==> src/rtl/hazard_controller_if.sv <==
// Sequencing-control bundle between ID/EX hazard inputs and pipeline enables.
// slave = controller side, master = pipeline/driver side.
interface hazard_controller_if #(
  parameter int CNT_WIDTH = 16
);
  logic [4:0]           idRs;
  logic [4:0]           idRt;
  logic                 idUsesRt;
  logic                 exMemRead;
  logic [4:0]           exRt;
  logic                 branchTaken;
  logic                 mdStart;
  logic                 pcWrite;
  logic                 ifIdWrite;
  logic                 ifIdFlush;
  logic                 idExWrite;
  logic                 idExBubble;
  logic                 exMemBubble;
  logic                 mdBusy;
  logic                 mdDone;
  logic [CNT_WIDTH-1:0] stallCycles;

  modport slave (
    input  idRs, idRt, idUsesRt,
    input  exMemRead, exRt,
    input  branchTaken, mdStart,
    output pcWrite, ifIdWrite, ifIdFlush,
    output idExWrite, idExBubble,
    output exMemBubble, mdBusy, mdDone,
    output stallCycles
  );

  modport master (
    output idRs, idRt, idUsesRt,
    output exMemRead, exRt,
    output branchTaken, mdStart,
    input  pcWrite, ifIdWrite, ifIdFlush,
    input  idExWrite, idExBubble,
    input  exMemBubble, mdBusy, mdDone,
    input  stallCycles
  );
endinterface

==> src/rtl/hazard_controller.sv <==
// Pipeline sequencing: load-use stall, branch flush, multi-cycle MD hold.
// Also counts stalled cycles (pcWrite=0), saturating.
module hazard_controller #(
  parameter int MD_LATENCY = 4,
  parameter int CNT_WIDTH  = 16
) (
  input logic              clk,
  input logic              resetN,
  hazard_controller_if.slave hif
);
  localparam int CW = $clog2(MD_LATENCY);

  typedef enum logic {
    RUN,
    MD_BUSY
  } state_t;

  state_t               state;
  state_t               stateNext;
  logic [CW-1:0]        mdCnt;
  logic [CW-1:0]        mdCntNext;
  logic [CNT_WIDTH-1:0] stallCnt;
  logic                 loadUse;

  assign loadUse = hif.exMemRead
    && (hif.exRt != 5'd0)
    && ((hif.exRt == hif.idRs)
      || (hif.idUsesRt && (hif.exRt == hif.idRt)));

  always_ff @(posedge clk or negedge resetN) begin
    if (!resetN) begin
      state <= RUN;
      mdCnt <= '0;
    end else begin
      state <= stateNext;
      mdCnt <= mdCntNext;
    end
  end

  always_comb begin
    stateNext       = state;
    mdCntNext       = mdCnt;
    hif.pcWrite     = 1'b1;
    hif.ifIdWrite   = 1'b1;
    hif.ifIdFlush   = 1'b0;
    hif.idExWrite   = 1'b1;
    hif.idExBubble  = 1'b0;
    hif.exMemBubble = 1'b0;
    hif.mdBusy      = 1'b0;
    hif.mdDone      = 1'b0;
    unique case (state)
      RUN: begin
        if (hif.branchTaken) begin
          hif.ifIdFlush  = 1'b1;
          hif.idExBubble = 1'b1;
        end else if (hif.mdStart) begin
          hif.pcWrite     = 1'b0;
          hif.ifIdWrite   = 1'b0;
          hif.idExWrite   = 1'b0;
          hif.exMemBubble = 1'b1;
          stateNext       = MD_BUSY;
          mdCntNext       = CW'(MD_LATENCY - 2);
        end else if (loadUse) begin
          hif.pcWrite    = 1'b0;
          hif.ifIdWrite  = 1'b0;
          hif.idExBubble = 1'b1;
        end
      end
      MD_BUSY: begin
        hif.mdBusy = 1'b1;
        if (mdCnt != '0) begin
          hif.pcWrite     = 1'b0;
          hif.ifIdWrite   = 1'b0;
          hif.idExWrite   = 1'b0;
          hif.exMemBubble = 1'b1;
          mdCntNext       = mdCnt - 1'b1;
        end else begin
          hif.mdDone = 1'b1;
          stateNext  = RUN;
        end
      end
      default: stateNext = RUN;
    endcase
  end

  always_ff @(posedge clk or negedge resetN) begin
    if (!resetN) begin
      stallCnt <= '0;
    end else if (!hif.pcWrite && (stallCnt != '1)) begin
      stallCnt <= stallCnt + 1'b1;
    end
  end

  assign hif.stallCycles = stallCnt;
endmodule

==> src/flat_wrapper.sv <==
// flat-port wrapper written by rule: the top's interface ports become plain ports
module hazard_controller_flat 
#(
  parameter int MD_LATENCY = 4,
  parameter int CNT_WIDTH  = 16
)
  (clk, resetN, hif_idRs, hif_idRt, hif_idUsesRt, hif_exMemRead, hif_exRt, hif_branchTaken, hif_mdStart, hif_pcWrite, hif_ifIdWrite, hif_ifIdFlush, hif_idExWrite, hif_idExBubble, hif_exMemBubble, hif_mdBusy, hif_mdDone, hif_stallCycles);
  hazard_controller_if #(.CNT_WIDTH(CNT_WIDTH)) hif_i ();
  input logic clk;
  input logic resetN;
  input wire logic [$bits(hif_i.idRs)-1:0] hif_idRs;
  input wire logic [$bits(hif_i.idRt)-1:0] hif_idRt;
  input wire logic [$bits(hif_i.idUsesRt)-1:0] hif_idUsesRt;
  input wire logic [$bits(hif_i.exMemRead)-1:0] hif_exMemRead;
  input wire logic [$bits(hif_i.exRt)-1:0] hif_exRt;
  input wire logic [$bits(hif_i.branchTaken)-1:0] hif_branchTaken;
  input wire logic [$bits(hif_i.mdStart)-1:0] hif_mdStart;
  output wire logic [$bits(hif_i.pcWrite)-1:0] hif_pcWrite;
  output wire logic [$bits(hif_i.ifIdWrite)-1:0] hif_ifIdWrite;
  output wire logic [$bits(hif_i.ifIdFlush)-1:0] hif_ifIdFlush;
  output wire logic [$bits(hif_i.idExWrite)-1:0] hif_idExWrite;
  output wire logic [$bits(hif_i.idExBubble)-1:0] hif_idExBubble;
  output wire logic [$bits(hif_i.exMemBubble)-1:0] hif_exMemBubble;
  output wire logic [$bits(hif_i.mdBusy)-1:0] hif_mdBusy;
  output wire logic [$bits(hif_i.mdDone)-1:0] hif_mdDone;
  output wire logic [$bits(hif_i.stallCycles)-1:0] hif_stallCycles;
  assign hif_i.idRs = hif_idRs;
  assign hif_i.idRt = hif_idRt;
  assign hif_i.idUsesRt = hif_idUsesRt;
  assign hif_i.exMemRead = hif_exMemRead;
  assign hif_i.exRt = hif_exRt;
  assign hif_i.branchTaken = hif_branchTaken;
  assign hif_i.mdStart = hif_mdStart;
  assign hif_pcWrite = hif_i.pcWrite;
  assign hif_ifIdWrite = hif_i.ifIdWrite;
  assign hif_ifIdFlush = hif_i.ifIdFlush;
  assign hif_idExWrite = hif_i.idExWrite;
  assign hif_idExBubble = hif_i.idExBubble;
  assign hif_exMemBubble = hif_i.exMemBubble;
  assign hif_mdBusy = hif_i.mdBusy;
  assign hif_mdDone = hif_i.mdDone;
  assign hif_stallCycles = hif_i.stallCycles;
  hazard_controller #(.MD_LATENCY(MD_LATENCY), .CNT_WIDTH(CNT_WIDTH)) u_core (.clk(clk), .resetN(resetN), .hif(hif_i));
endmodule
==> config.mk <==
export PLATFORM = sky130hd
export DESIGN_NAME = hazard_controller_flat
export DESIGN_NICKNAME = d
export VERILOG_FILES = /design/src/rtl/hazard_controller_if.sv /design/src/rtl/hazard_controller.sv /design/src/flat_wrapper.sv
export SDC_FILE = /design/constraint.sdc
export NUM_CORES = 1
export LEC_CHECK = 0
export ABC_AREA = 1
export CORE_MARGIN = 1.5
export CORE_UTILIZATION = 46
export CTS_CLUSTER_DIAMETER = 100
export DETAILED_ROUTE_END_ITERATION = 10
export MAX_ROUTING_LAYER = met4
export PLACE_DENSITY = 0.9
export SLEW_MARGIN = 25
export SYNTH_ARGS = -nofsm -noshare
export SYNTH_HDL_FRONTEND = slang
export SYNTH_SLANG_ARGS = --single-unit
==> constraint.sdc <==
create_clock -name clk -period 2.39 [get_ports clk]
set_input_delay 0.478 -clock clk [delete_from_list [all_inputs] [get_ports clk]]
set_output_delay 0.478 -clock clk [all_outputs]
set_load 0.1 [all_outputs]
# Word level (Yosys, flattened, before mapping)
# Index checks and enable logic that the tools add are counted.
# W data, S select, Z words.
dict set report word_totals {
  ff_bits 19
  latchBits 0
  mem_bits_rw 0
  romBits 0
  input_bits 21
  output_inout_bits 24
  elab_cells 45
  n_memories 0
}
dict set report classes {
  addsub 2
  n_mul 0
  n_div 0
  magnitude_cmp 0
  eq_ne 6
  shifts 0
  muxes 24
  n_bitwise 1
  reduce_logical 9
}
# cell count
set ops {}
lappend ops {{$mux W1} 17}
lappend ops {{$add A16 B1 Y16 const B} 1}
lappend ops {{$ne A16 B16 Y1 const B} 1}
lappend ops {{$eq A5 B5 Y1} 2}
lappend ops {{$mux W2} 3}
lappend ops {{$ne A2 B2 Y1 const B} 3}
lappend ops {{$pmux W1 S2} 3}
lappend ops {{$reduce_bool A5 Y1} 1}
lappend ops {{$logic_and A1 B1 Y1} 4}
lappend ops {{$pmux W2 S2} 1}
lappend ops {{$reduce_and A3 Y1} 1}
lappend ops {{$reduce_bool A2 Y1} 1}
lappend ops {{$sub A2 B1 Y2 const B} 1}
lappend ops {{$logic_not A1 Y1} 1}
lappend ops {{$logic_or A1 B1 Y1} 1}
lappend ops {{$not A1 Y1} 1}

# Depth between registers and ports, before layout
dict set report logic_depth {
  word_depth 10
  mapped_depth 12
  mapped_depth_nobuf 11
}

# Least setup slack after synthesis
# OpenSTA, ideal clock, no wires.
dict set report synth_path {
  kind {register to output}
  from {register u_core.state}
  to {output port hif_pcWrite}
  arrival_time_ns 4.801
  required_time_ns 1.912
  setup_slack_ns -2.889
  path_stages_with_launch 8
  path_buffers 2
  path_cell_list {dfrtp_1 -> nor2_1 -> nor2_1 -> nand2_1 -> nand2_1 -> buf_2 -> inv_1 -> buf_4}
}
dict set report synth_via {
  elab_chain_len 2
}
# element line
set synth_rtl {}
lappend synth_rtl {{from (decl)} hazard_controller.sv:18} ;# state_t state;
lappend synth_rtl {{from (signal assigned)} hazard_controller.sv:35} ;# state <= stateNext;
lappend synth_rtl {{$not A1 Y1} -}
lappend synth_rtl {{$pmux W1 S2 (*)} -}
lappend synth_rtl {{to (decl)} flat_wrapper.sv:18} ;# output wire logic [$bits(hif_i.pcWrite)-1:0] hif_pcWrite;
# Every way passes the cells marked *; elsewhere a longest branch is shown, timed or not.

# Final worst setup path
dict set report layout_path {
  from {input port hif_idRt[0]}
  to {output port hif_ifIdWrite}
}
dict set report layout_via {
  elab_chain_len 8
}
# element line
set layout_rtl {}
lappend layout_rtl {{from (decl)} flat_wrapper.sv:12} ;# input wire logic [$bits(hif_i.idRt)-1:0] hif_idRt;
lappend layout_rtl {{$eq A5 B5 Y1} hazard_controller.sv:28} ;# || (hif.idUsesRt && (hif.exRt == hif.idRt)));
lappend layout_rtl {{$logic_and A1 B1 Y1} hazard_controller.sv:28}
lappend layout_rtl {{$logic_or A1 B1 Y1} hazard_controller.sv:28}
lappend layout_rtl {{$logic_and A1 B1 Y1} hazard_controller.sv:27} ;# && ((hif.exRt == hif.idRs)
lappend layout_rtl {{$mux W1} hazard_controller.sv:63} ;# end else if (loadUse) begin
lappend layout_rtl {{$mux W1} hazard_controller.sv:56} ;# end else if (hif.mdStart) begin
lappend layout_rtl {{$mux W1} hazard_controller.sv:53} ;# if (hif.branchTaken) begin
lappend layout_rtl {{$pmux W1 S2} hazard_controller.sv:51} ;# unique case (state)
lappend layout_rtl {{to (decl)} flat_wrapper.sv:19} ;# output wire logic [$bits(hif_i.ifIdWrite)-1:0] hif_ifIdWrite;
# No other way between the ends.

==> summary.md <==
| Metric | Value |
|---|---|
| Most frequent cell after synthesis | `nand2_1` |
| Mux share of post-synthesis cell area | `0%` |
| Initial DRC Count | `41` |
| Final setup viols | `0` |
| CTS tree | `done` |
| Die height | `57.4 um` |
| Port Buffers | `44` |
| Worst Path Max Fanout | `2` |
| Reg clk slew, reported paths | `110 ps` |
| Pwr dens | `1190 mW/mm2` |
| Post-DP Area | `0.00193 mm2` |
| Total power | `2.38 mW` |
| R2R Path End | `u_core.hif.stallCycles[1]$_DFFE_PN0P_` |
| RR Startpoint | `u_core.hif.stallCycles[0]$_DFFE_PN0P_` |
| Critical Path AT | `1850 ps` |
| Clock skew | `5.51 ps` |
| Final WS setup | `64.9 ps` |
| Seq/Total Area, Yosys | `34.9%` |
| Top Usage Layer GRT | `met2` |
| Root buf cell | `clkbuf_4` |
| Via count | `1,389` |
| Status | `completed` |
| Synthesized cell area | `0.00136 mm2` |
| Tcrit/Tclk final | `97.3%` |
| Synth Area in Simple Gates | `41.5%` |
| First-pass GRT wire length | `5.22 mm` |
| Vias per cell | `4.94` |
| Sw Share | `59.6%` |
| Area Overhead vs Synth | `46.6%` |
| Min-delay worst type | `in2async` |
| Mapped Avg Cell Area | `6.68 um2` |
| Synth Warn # | `0` |
| TritonCTS Sinks | `19` |
| Reg-to-reg setup timing slack | `390 ps` |
| Worst-margin pin slew | `341 ps` |
| Met2 usage | `33.6%` |
| Diodes inserted | `0` |
| Setup crit start | `hif_idRt[0]` |
| Worst setup SP type | `input pin` |
| Area share of xor/xnor cells in the synthesized design | `9.64%` |
| Drt first pass iters | `4` |
| Number of global-route vias before repair | `1,238` |
| H-tree depth | `1` |
| Worst setup endpoint | `hif_ifIdWrite` |
| Critical Path RT | `1910 ps` |
| Gr ovfl total | `0` |
| Sequential Power Share | `20.9%` |
| # IOs | `45` |
| Initial Utilization | `49.0%` |
| Top FF cell, synth | `dfrtp_1` |
| Pin count of the biggest net entering global routing | `20` |
| Final hold violations | `0` |
| Largest family of logic cells by synthesized area | `simple AND/OR/NAND/NOR gates` |
| Final Cell Area | `0.00200 mm2` |
| Placement Setup Slack | `-67.7 ps` |
| Internal Pwr Total | `0.963 mW` |
| Die area | `0.00330 mm2` |
| Async S/R FF share, synth | `100%` |
| Share of cells above drive strength 1 | `21.2%` |
| Gate Count Post-Synth | `204` |
| FP Rows | `19` |
| Skew-Pair Late Insertion Delay | `300 ps` |
| Crit end category | `output port` |
| Max-cap check violation count | `0` |
| Complex-gate fraction of the synthesized area | `1.74%` |
| Die X | `57.4 um` |
| Max Clk Rate | `430 MHz` |
| Most frequent cells after synthesis | `nand2_1, inv_1, nand3_1` |
| Top post-synthesis cells by area | `dfrtp_1, nand2_1, nand3_1` |
| Hold-fix buffers, CTS | `0` |
| FILL cells | `222` |
| Synthesized Nets | `227` |
| Met3 GRT Util | `4.31%` |
| Final min period | `2330 ps` |
| GRT met1 Usage | `25.4%` |
| WS Path Type | `in2out` |
| Worst vdd ir | `1.46 mV` |
| Synth Register Bits | `19` |
| Logic gate share of total power | `72.1%` |
| HPWL Detailed | `2.47 mm` |
| Post-synth EDFFs | `0` |
| Depth of the most critical reg-to-reg path | `9` |
| Synth Area in Adders | `1.84%` |
| Unique masters post-synth | `22` |
| Post-Route WL | `3.21 mm` |
| DRC | `0` |
| Max-slew violation count | `0` |
| DR WL/cell | `11.4 um` |
| Synth top area share | `34.9%` |
| Num CTS Buffers | `3` |
| Pleak | `1.11 nW` |
| Final nets | `274` |
| Routability cong. | `0.847` |
| Clock share of power | `7.0%` |
| Psw | `1.42 mW` |
| Initial antenna violation count | `0` |
| Final ANT Viol Nets | `0` |
| Worst slew margin | `77.1%` |
| Core Area | `0.00278 mm2` |
| Leading area contributor after synthesis | `dfrtp_1` |
| Clock Path Buffers | `2` |
| GRT Overall Usage | `20.6%` |
worst max-delay path, cell delays in order:
cell and delay [ps]:
clkdlybuf4s50_1 490, nor2_1 60, nor2_1 100, nand3_1 90, nand2_2 110, nand3_4 110, nand2_8 100, clkinvlp_4 120
buf_12 190
cell type report:
type	count	area, um2	area share, %
Sequential cell	19	482	24.1
Inverter	30	120	6.02
Timing Repair Buffer	46	493	24.7
Tap cell	31	38.8	1.94
Clock buffer	4	26.3	1.32
Multi-Input combinational cell	151	837	41.9
routing by layer:
metal / up-vias / routed length (um)
met4: 0 / 46
li1: 721 / -
met2: 29 / 1550
met3: 5 / 113
met1: 634 / 1500
met5: - / 0
power by group through the flow:
| stage | sequential, mW | combinational (mW) | clock (mW) |
|---|---|---|---|
| after floorplan | 0.867 | 0.914 | 0 |
| after global placement | 0.497 | 1.68 | 0 |
| after detailed placement | 0.503 | 1.70 | 0 |
| after CTS | 0.497 | 1.70 | 0.170 |
| after global routing | 0.508 | 1.78 | 0.180 |
| final | 0.499 | 1.72 | 0.166 |
cell families (layout without fill, tap and decap cells):
kind of cell	after synthesis	in the layout
and+or+nand+nor	130	130
buffers and inverters	34	80
DFF	19	19
xor gates and xnor gates	15	15
AOI/OAI and AO/OA	4	4
adders and majority gates	2	2
worst min-delay path by stage:
stage / endpoint / slack [ps] / cells past startpoint
finish: u_core.hif.stallCycles[13]$_DFFE_PN0P_ / 490 / 2
global route: u_core.hif.stallCycles[11]$_DFFE_PN0P_ / 500 / 2
global placement: u_core.hif.stallCycles[1]$_DFFE_PN0P_ / 500 / 2
floorplan: u_core.hif.stallCycles[0]$_DFFE_PN0P_ / 180 / 0
detailed placement: u_core.hif.stallCycles[1]$_DFFE_PN0P_ / 520 / 2
CTS: u_core.hif.stallCycles[13]$_DFFE_PN0P_ / 490 / 2
state kept, by name, indices dropped and copies added (netlist names):
name and count:
u_core.state 1, u_core.hif.stallCycles 16, u_core.mdCnt 2
layout by cell type (no fill, tap or decap), types with 2 or more instances in the layout:
cell,instances
buf_4,19
inv_2,5
dlygate4sd2_1,6
nand2_4,2
o21ai_0,2
clkinvlp_4,2
inv_1,23
clkdlybuf4s50_1,7
nor2_4,2
dfrtp_2,2
dfrtp_1,16
nand3_1,24
nand2_8,2
xnor2_1,8
nor3_1,4
nand2_1,73
clkbuf_4,3
nor2_2,2
buf_12,7
nor2_1,14
xor2_1,7
nand4_1,2
dlymetal6s2s_1,7
metrics by stage:
stage / instances / hold slack (ps) / setup TNS, ps / utilization [%]
3_3_place_gp: 277 / 502 / -98.0 / 69.4
2_1_floorplan: 204 / 182 / -2850 / -
4_1_cts: 281 / 494 / 0 / 70.0
6_report: 281 / 490 / 0 / 71.8
3_5_place_dp: 277 / 521 / -144 / 69.4
5_1_grt: 281 / 495 / -26.0 / 71.8
what timing repair did:
item                                    in CTS  in global routing
endpoints found under the setup margin       3                  3
pin swaps                                    5                 10
resized for setup                            6                 13
buffers inserted                             0                  0
(Power assumes the default switching activity.)
